### config.mk
export PLATFORM = sky130hd
export DESIGN_NAME = decode_stage_flat
export DESIGN_NICKNAME = d
export VERILOG_FILES = /design/src/rtl/decode_stage_if.sv /design/src/rtl/decode_stage.sv /design/src/flat_wrapper.sv
export SDC_FILE = /design/constraint.sdc
export NUM_CORES = 1
export LEC_CHECK = 0
export BUFFER_PORTS_ARGS = -buffer_cell sky130_fd_sc_hd__buf_2
export CAP_MARGIN = 10
export CORE_UTILIZATION = 40
export DETAILED_ROUTE_END_ITERATION = 7
export PLACE_DENSITY = 0.66
export RECOVER_POWER = 50
export SYNTH_ARGS = -nofsm -noshare
export SYNTH_HDL_FRONTEND = slang
export SYNTH_SLANG_ARGS = --single-unit
export TNS_END_PERCENT = 20
### constraint.sdc
create_clock -name clk -period 3.1 [get_ports clk]
set_clock_uncertainty 0.1 [all_clocks]
set_input_delay 0.31 -clock clk [delete_from_list [all_inputs] [get_ports clk]]
set_output_delay 0.31 -clock clk [all_outputs]
set_load 0.02 [all_outputs]
### src/rtl/decode_stage_if.sv
// Handshake and control-bundle bundle between fetch, decode_stage and execute.
// master = fetch/execute side that drives the instruction and consumes the bundle,
// slave  = the decoder itself.
interface decode_stage_if #(
  parameter int XLEN  = 32,
  parameter int CNT_W = 8
);
  logic             in_valid;
  logic             in_ready;
  logic [31:0]      instr;
  logic             out_valid;
  logic             out_ready;
  logic             flush;
  logic             trap_clr;
  logic             rf_we;
  logic             mem_we;
  logic             mem_re;
  logic             has_imm;
  logic             branch;
  logic             branch_ne;
  logic             jump;
  logic [3:0]       alu_op;
  logic [XLEN-1:0]  imm;
  logic [4:0]       rd;
  logic [4:0]       rs1;
  logic [4:0]       rs2;
  logic             illegal;
  logic             trapped;
  logic [CNT_W-1:0] illegal_cnt;

  modport master (
    output in_valid, instr, out_ready, flush, trap_clr,
    input  in_ready, out_valid, rf_we, mem_we, mem_re, has_imm, branch, branch_ne,
           jump, alu_op, imm, rd, rs1, rs2, illegal, trapped, illegal_cnt
  );

  modport slave (
    input  in_valid, instr, out_ready, flush, trap_clr,
    output in_ready, out_valid, rf_we, mem_we, mem_re, has_imm, branch, branch_ne,
           jump, alu_op, imm, rd, rs1, rs2, illegal, trapped, illegal_cnt
  );
endinterface

### src/rtl/decode_stage.sv
// Registered, valid/ready handshaked RV32I-subset decoder with flush,
// illegal-instruction trap state and a saturating illegal counter.
module decode_stage #(
  parameter int XLEN  = 32,
  parameter int CNT_W = 8
) (
  input  logic          clk,
  input  logic          rst_n,
  decode_stage_if.slave bus
);
  typedef enum logic {RUN = 1'b0, TRAP = 1'b1} state_e;

  typedef struct packed {
    logic            rf_we;
    logic            mem_we;
    logic            mem_re;
    logic            has_imm;
    logic            branch;
    logic            branch_ne;
    logic            jump;
    logic [3:0]      alu_op;
    logic [XLEN-1:0] imm;
    logic [4:0]      rd;
    logic [4:0]      rs1;
    logic [4:0]      rs2;
    logic            illegal;
  } bundle_t;

  localparam logic [3:0] ALU_NONE = 4'b0000;
  localparam logic [3:0] ALU_ADD  = 4'b0001;
  localparam logic [3:0] ALU_SUB  = 4'b0010;
  localparam logic [3:0] ALU_PASS = 4'b1000;

  state_e           state_q;
  logic             out_valid_q;
  bundle_t          bundle_q;
  bundle_t          bundle_d;
  logic [CNT_W-1:0] cnt_q;
  logic             accept;

  logic [6:0] opcode;
  logic [2:0] f3;
  logic [6:0] f7;
  logic       f3_logic_ok;
  logic [3:0] f3_alu;

  // Widen a 32-bit signed immediate to XLEN, replicating the sign bit.
  function automatic logic [XLEN-1:0] sext(input logic signed [31:0] v);
    return XLEN'(v);
  endfunction

  // Counter increment that sticks at all-ones.
  function automatic logic [CNT_W-1:0] sat_inc(input logic [CNT_W-1:0] v);
    return (&v) ? v : v + CNT_W'(1);
  endfunction

  assign opcode = bus.instr[6:0];
  assign f3     = bus.instr[14:12];
  assign f7     = bus.instr[31:25];
  // ADD/XOR/OR/AND family: f3 = 000/100/110/111; op code is f3 itself except for add.
  assign f3_logic_ok = (f3 == 3'b000) || (f3[2] && (f3 != 3'b101));
  assign f3_alu      = (f3 == 3'b000) ? ALU_ADD : {1'b0, f3};

  assign bus.in_ready = (state_q == RUN) && !bus.flush && (!out_valid_q || bus.out_ready);
  assign accept       = bus.in_valid && bus.in_ready;

  // Combinational decode of the incoming instruction into a candidate bundle.
  always_comb begin
    bundle_d         = '0;
    bundle_d.rd      = bus.instr[11:7];
    bundle_d.rs1     = bus.instr[19:15];
    bundle_d.rs2     = bus.instr[24:20];
    bundle_d.illegal = 1'b1;
    case (opcode)
      7'b0010011: if (f3_logic_ok) begin
        bundle_d.illegal = 1'b0;
        bundle_d.rf_we   = 1'b1;
        bundle_d.has_imm = 1'b1;
        bundle_d.alu_op  = f3_alu;
        bundle_d.imm     = sext({{20{bus.instr[31]}}, bus.instr[31:20]});
      end
      7'b0110011: begin
        if (f7 == 7'b0000000 && f3_logic_ok) begin
          bundle_d.illegal = 1'b0;
          bundle_d.rf_we   = 1'b1;
          bundle_d.alu_op  = f3_alu;
        end else if (f7 == 7'b0100000 && f3 == 3'b000) begin
          bundle_d.illegal = 1'b0;
          bundle_d.rf_we   = 1'b1;
          bundle_d.alu_op  = ALU_SUB;
        end
      end
      7'b0000011: if (f3 == 3'b010) begin
        bundle_d.illegal = 1'b0;
        bundle_d.rf_we   = 1'b1;
        bundle_d.mem_re  = 1'b1;
        bundle_d.has_imm = 1'b1;
        bundle_d.alu_op  = ALU_ADD;
        bundle_d.imm     = sext({{20{bus.instr[31]}}, bus.instr[31:20]});
      end
      7'b0100011: if (f3 == 3'b010) begin
        bundle_d.illegal = 1'b0;
        bundle_d.mem_we  = 1'b1;
        bundle_d.has_imm = 1'b1;
        bundle_d.alu_op  = ALU_ADD;
        bundle_d.imm     = sext({{20{bus.instr[31]}}, bus.instr[31:25], bus.instr[11:7]});
      end
      7'b1100011: if (f3[2:1] == 2'b00) begin
        bundle_d.illegal   = 1'b0;
        bundle_d.branch    = 1'b1;
        bundle_d.branch_ne = f3[0];
        bundle_d.alu_op    = ALU_SUB;
        bundle_d.imm       = sext({{20{bus.instr[31]}}, bus.instr[7], bus.instr[30:25],
                                   bus.instr[11:8], 1'b0});
      end
      7'b0110111: begin
        bundle_d.illegal = 1'b0;
        bundle_d.rf_we   = 1'b1;
        bundle_d.has_imm = 1'b1;
        bundle_d.alu_op  = ALU_PASS;
        bundle_d.imm     = sext({bus.instr[31:12], 12'b0});
      end
      7'b1101111: begin
        bundle_d.illegal = 1'b0;
        bundle_d.rf_we   = 1'b1;
        bundle_d.jump    = 1'b1;
        bundle_d.alu_op  = ALU_NONE;
        bundle_d.imm     = sext({{12{bus.instr[31]}}, bus.instr[19:12], bus.instr[20],
                                 bus.instr[30:21], 1'b0});
      end
      default: ;
    endcase
    if (bundle_d.illegal) begin
      bundle_d.imm = '0;
    end
  end

  // Output register, handshake and RUN/TRAP state with the illegal counter.
  always_ff @(posedge clk) begin
    if (!rst_n) begin
      state_q     <= RUN;
      out_valid_q <= 1'b0;
      bundle_q    <= '0;
      cnt_q       <= '0;
    end else begin
      if (bus.flush) begin
        out_valid_q <= 1'b0;
      end else if (accept) begin
        out_valid_q <= 1'b1;
        bundle_q    <= bundle_d;
      end else if (out_valid_q && bus.out_ready) begin
        out_valid_q <= 1'b0;
      end
      case (state_q)
        RUN: if (accept && bundle_d.illegal) begin
          state_q <= TRAP;
          cnt_q   <= sat_inc(cnt_q);
        end
        TRAP: if (bus.trap_clr) begin
          state_q <= RUN;
        end
        default: state_q <= RUN;
      endcase
    end
  end

  assign bus.out_valid   = out_valid_q;
  assign bus.rf_we       = bundle_q.rf_we;
  assign bus.mem_we      = bundle_q.mem_we;
  assign bus.mem_re      = bundle_q.mem_re;
  assign bus.has_imm     = bundle_q.has_imm;
  assign bus.branch      = bundle_q.branch;
  assign bus.branch_ne   = bundle_q.branch_ne;
  assign bus.jump        = bundle_q.jump;
  assign bus.alu_op      = bundle_q.alu_op;
  assign bus.imm         = bundle_q.imm;
  assign bus.rd          = bundle_q.rd;
  assign bus.rs1         = bundle_q.rs1;
  assign bus.rs2         = bundle_q.rs2;
  assign bus.illegal     = bundle_q.illegal;
  assign bus.trapped     = (state_q == TRAP);
  assign bus.illegal_cnt = cnt_q;
endmodule

### src/flat_wrapper.sv
// flat-port wrapper written by rule: the top's interface ports become plain ports
module decode_stage_flat 
#(
  parameter int XLEN  = 32,
  parameter int CNT_W = 8
)
  (clk, rst_n, bus_in_valid, bus_instr, bus_out_ready, bus_flush, bus_trap_clr, bus_in_ready, bus_out_valid, bus_rf_we, bus_mem_we, bus_mem_re, bus_has_imm, bus_branch, bus_branch_ne, bus_jump, bus_alu_op, bus_imm, bus_rd, bus_rs1, bus_rs2, bus_illegal, bus_trapped, bus_illegal_cnt);
  decode_stage_if #(.XLEN(XLEN), .CNT_W(CNT_W)) bus_i ();
  input  logic clk;
  input  logic rst_n;
  input wire logic [$bits(bus_i.in_valid)-1:0] bus_in_valid;
  input wire logic [$bits(bus_i.instr)-1:0] bus_instr;
  input wire logic [$bits(bus_i.out_ready)-1:0] bus_out_ready;
  input wire logic [$bits(bus_i.flush)-1:0] bus_flush;
  input wire logic [$bits(bus_i.trap_clr)-1:0] bus_trap_clr;
  output wire logic [$bits(bus_i.in_ready)-1:0] bus_in_ready;
  output wire logic [$bits(bus_i.out_valid)-1:0] bus_out_valid;
  output wire logic [$bits(bus_i.rf_we)-1:0] bus_rf_we;
  output wire logic [$bits(bus_i.mem_we)-1:0] bus_mem_we;
  output wire logic [$bits(bus_i.mem_re)-1:0] bus_mem_re;
  output wire logic [$bits(bus_i.has_imm)-1:0] bus_has_imm;
  output wire logic [$bits(bus_i.branch)-1:0] bus_branch;
  output wire logic [$bits(bus_i.branch_ne)-1:0] bus_branch_ne;
  output wire logic [$bits(bus_i.jump)-1:0] bus_jump;
  output wire logic [$bits(bus_i.alu_op)-1:0] bus_alu_op;
  output wire logic [$bits(bus_i.imm)-1:0] bus_imm;
  output wire logic [$bits(bus_i.rd)-1:0] bus_rd;
  output wire logic [$bits(bus_i.rs1)-1:0] bus_rs1;
  output wire logic [$bits(bus_i.rs2)-1:0] bus_rs2;
  output wire logic [$bits(bus_i.illegal)-1:0] bus_illegal;
  output wire logic [$bits(bus_i.trapped)-1:0] bus_trapped;
  output wire logic [$bits(bus_i.illegal_cnt)-1:0] bus_illegal_cnt;
  assign bus_i.in_valid = bus_in_valid;
  assign bus_i.instr = bus_instr;
  assign bus_i.out_ready = bus_out_ready;
  assign bus_i.flush = bus_flush;
  assign bus_i.trap_clr = bus_trap_clr;
  assign bus_in_ready = bus_i.in_ready;
  assign bus_out_valid = bus_i.out_valid;
  assign bus_rf_we = bus_i.rf_we;
  assign bus_mem_we = bus_i.mem_we;
  assign bus_mem_re = bus_i.mem_re;
  assign bus_has_imm = bus_i.has_imm;
  assign bus_branch = bus_i.branch;
  assign bus_branch_ne = bus_i.branch_ne;
  assign bus_jump = bus_i.jump;
  assign bus_alu_op = bus_i.alu_op;
  assign bus_imm = bus_i.imm;
  assign bus_rd = bus_i.rd;
  assign bus_rs1 = bus_i.rs1;
  assign bus_rs2 = bus_i.rs2;
  assign bus_illegal = bus_i.illegal;
  assign bus_trapped = bus_i.trapped;
  assign bus_illegal_cnt = bus_i.illegal_cnt;
  decode_stage #(.XLEN(XLEN), .CNT_W(CNT_W)) u_core (.clk(clk), .rst_n(rst_n), .bus(bus_i));
endmodule
==> results.py <==
metrics = {
    "detailed_routing": {
        "first_iter_violations": 178,
        "routed_via_density": 5.27,
        "via_count": 3136,
        "firstDrtPassIters": 5,
        "ant_nets": 0,
        "drt-wirelength-per-cell_um": 15.1,
        "routed_wl_um": 8980,
        "drc": 0,
    },
    "die": {
        "die_h_um": 89.7,
        "die_x_um": 89.7,
        "io-pin-count": 108,
        "initial_core_util": 0.420,
        "core-area_um2": 7330,
        "rows": 31,
        "dieArea_um2": 8050,
    },
    "yosys": {
        "synth_top_area_frac": 0.449,
        "ys_top_cells_by_area": "dfxtp_1 45%, nand2_1 11%, a21oi_1 8.1%, o21ai_0 5.5%, clkbuf_1 2.6%",
        "yosysSeqAreaShare": 0.449,
        "synthTopCellsByCount": "94 x nand2_1, 69 x dfxtp_1, 50 x a21oi_1",
        "synthesis.area_um2": 3080,
        "ys.flop_type": "dfxtp_1",
        "postSynthCellCount": 393,
        "synth_seq_cells": 69,
        "ys_types": 50,
        "syn_area_per_cell_um2": 7.84,
        "synth_edf_count": 0,
        "yosys.cell_count.top_type": "nand2_1",
        "synth_nets": 432,
        "ys_warn_count": 0,
        "yosys.area.top_type": "dfxtp_1",
        "synthArstFlopShare": 0,
    },
    "setup_path": {
        "cp.arrival_ns": 2.65,
        "critPathKind": "input pin to register",
        "worstSetupStartpoint": "bus_instr[4]",
        "crit_chain": "buf_2 -> or3b_2 -> or3_1 -> a31oi_1 -> o221a_4 -> nand3_2 -> o21ai_0",
        "cpLargestDelayFamily": "simple AND/OR/NAND/NOR gates",
        "cp-start-kind": "input pin",
        "critical_path.max_fanout": 27,
        "cp_data_required_time_ns": 3.26,
        "crit_slowest_cell": "or3b_2",
        "timing.rr.start": "u_core.bus.trapped$_SDFF_PN0_",
        "endpoint_kind": "register",
        "cpPeakStageDelay_ns": 0.52,
        "path_buf_inv": 1,
    },
    "final_layout": {
        "layout-drive-gt1-share": 0.147,
        "multi_input_area_um2": 1580,
        "diodes": 0,
        "register_area_um2": 1380,
        "utilization": 0.522,
        "areaGrowthSynthToFinish_pct": 24.3,
        "fin_nets": 531,
        "n_fill_cell": 788,
    },
    "clock_network": {
        "holdBufCountCts": 0,
        "htreeDepth": 3,
        "numCtsBuffers": 9,
        "cts_max_path_buffers": 2,
        "clk_latency_ns": 0.34,
        "cts_setup_buffers": 0,
        "clock_sinks": 69,
        "cts-resized-gates": 0,
        "cts-root-buf": "clkbuf_8",
        "cts_tree": "built",
        "clk_pin_slew_ns": 0.08,
    },
    "global_route": {
        "gr-total-overflow": 0,
        "track_usage": 0.228,
        "antenna_found_initial": 0,
        "grt_pass1_wl_um": 14600,
        "first_global_vias": 2835,
        "grt_max_degree": 39,
    },
    "sta": {
        "fin_crit_ns": 2.49,
        "post-route-period-util": 0.804,
        "setup_viol": 0,
        "tns_ns": 0,
        "rsz0062_at_grt": "no",
        "max_slew_margin": 0.537,
        "final_hold_viol_count": 0,
        "fmaxAchievable_mhz": 401,
        "maxSlewViolCount": 0,
        "worst_pin_slew_ns": 0.688,
    },
    "status": {
        "outcome": "finished clean",
    },
    "power": {
        "p_leak_nw": 1.33,
        "ir_drop_v": 0.000231,
        "power_density_nw_per_um2": 515,
    },
    "placed_design": {
        "port_buffers": 107,
        "gp_congestion": 0.877,
        "dpl.hpwl_um": 6430,
    },
    "min_path": {
        "hp-start": "bus_flush",
        "min_path_type": "input pin to register",
    },
    "flow_run": {
        "drv_cap": 0,
    },
}
## state kept, by name, summed over array words and instances (netlist names)
name                    flops
u_core.bus.alu_op           4
u_core.bus.branch           1
u_core.bus.branch_ne        1
u_core.bus.has_imm          1
u_core.bus.illegal          1
u_core.bus.illegal_cnt      8
u_core.bus.imm             32
u_core.bus.jump             1
u_core.bus.mem_re           1
u_core.bus.mem_we           1
u_core.bus.out_valid        1
u_core.bus.rd               5
u_core.bus.rf_we            1
u_core.bus.rs1              5
u_core.bus.rs2              5
u_core.bus.trapped          1
## metrics by stage
stage / setup WS (ns) / instance area [µm²] / power (mW) / instances / hold slack (ns)
4_1_cts: 0.594 / 3910 / 1.99 / 595 / 0.0357
2_1_floorplan: 0.685 / 3080 / 1.04 / 393 / 0.288
3_3_place_gp: 0.341 / 3680 / 1.11 / 580 / 0.332
5_1_grt: 0.405 / 3830 / 2.05 / 595 / 0.0353
6_report: 0.608 / 3830 / 1.97 / 595 / 0.0496
3_5_place_dp: 0.202 / 3680 / 1.12 / 580 / 0.337
## routing by layer
metal | vias to the layer above | GRT usage | wire [µm]
met5 | - | 0 | 0
met4 | 0 | 0.0956 | 126
met2 | 91 | 0.347 | 4120
met3 | 9 | 0.0508 | 505
li1 | 1591 | - | -
met1 | 1445 | 0.311 | 4230
## cell type report
type	count	share of cell area
Clock inverter	6	0.0294
Sequential cell	69	0.361
Multi-Input combinational cell	296	0.412
Clock buffer	9	0.0324
Timing Repair Buffer	114	0.131
Tap cell	99	0.0324
Inverter	2	0.00196
## cells by family (layout without fill, tap and decap cells)
group / count (synthesis) / in the layout / synth area share
flops: 69 / 69 / 0.449
simple gates: 173 / 173 / 0.265
fa+ha+maj: 1 / 1 / 0.00406
compound gates: 119 / 119 / 0.232
mux: 3 / 3 / 0.00975
buf+inv: 28 / 131 / 0.0402
## placed cells by master, fill, tap and decap left out, drive strengths merged, types with 4 or more instances in the layout
master  instances
a211oi          6
o31ai           4
or3             7
and2            4
a21oi          50
o21ai          34
and3            4
a222oi          5
buf            45
dfxtp          69
o21a            4
nand2          95
nor3           10
nand3           6
nor4            4
clkbuf         78
nand2b         10
nor2           19
## power breakdown
group / switching, mW / internal (mW) / total [mW]
Clock: 0.345 / 0.531 / 0.876
Sequential: 0.00903 / 0.901 / 0.910
Combinational: 0.126 / 0.0577 / 0.183
Total: 0.479 / 1.49 / 1.97
## worst paths after layout
path	cells past startpoint	slack (ns)	to
worst max-delay path	7	0.61	u_core.bus.imm[17]$_SDFFE_PN0P_
worst min-delay path	2	0.05	u_core.bus.out_valid$_SDFFE_PP0P_
worst max register to register	6	0.65	u_core.bus.imm[17]$_SDFFE_PN0P_
worst min register to register	2	0.35	u_core.bus.imm[8]$_SDFFE_PN0P_
Power figures use the tool's default switching activity.
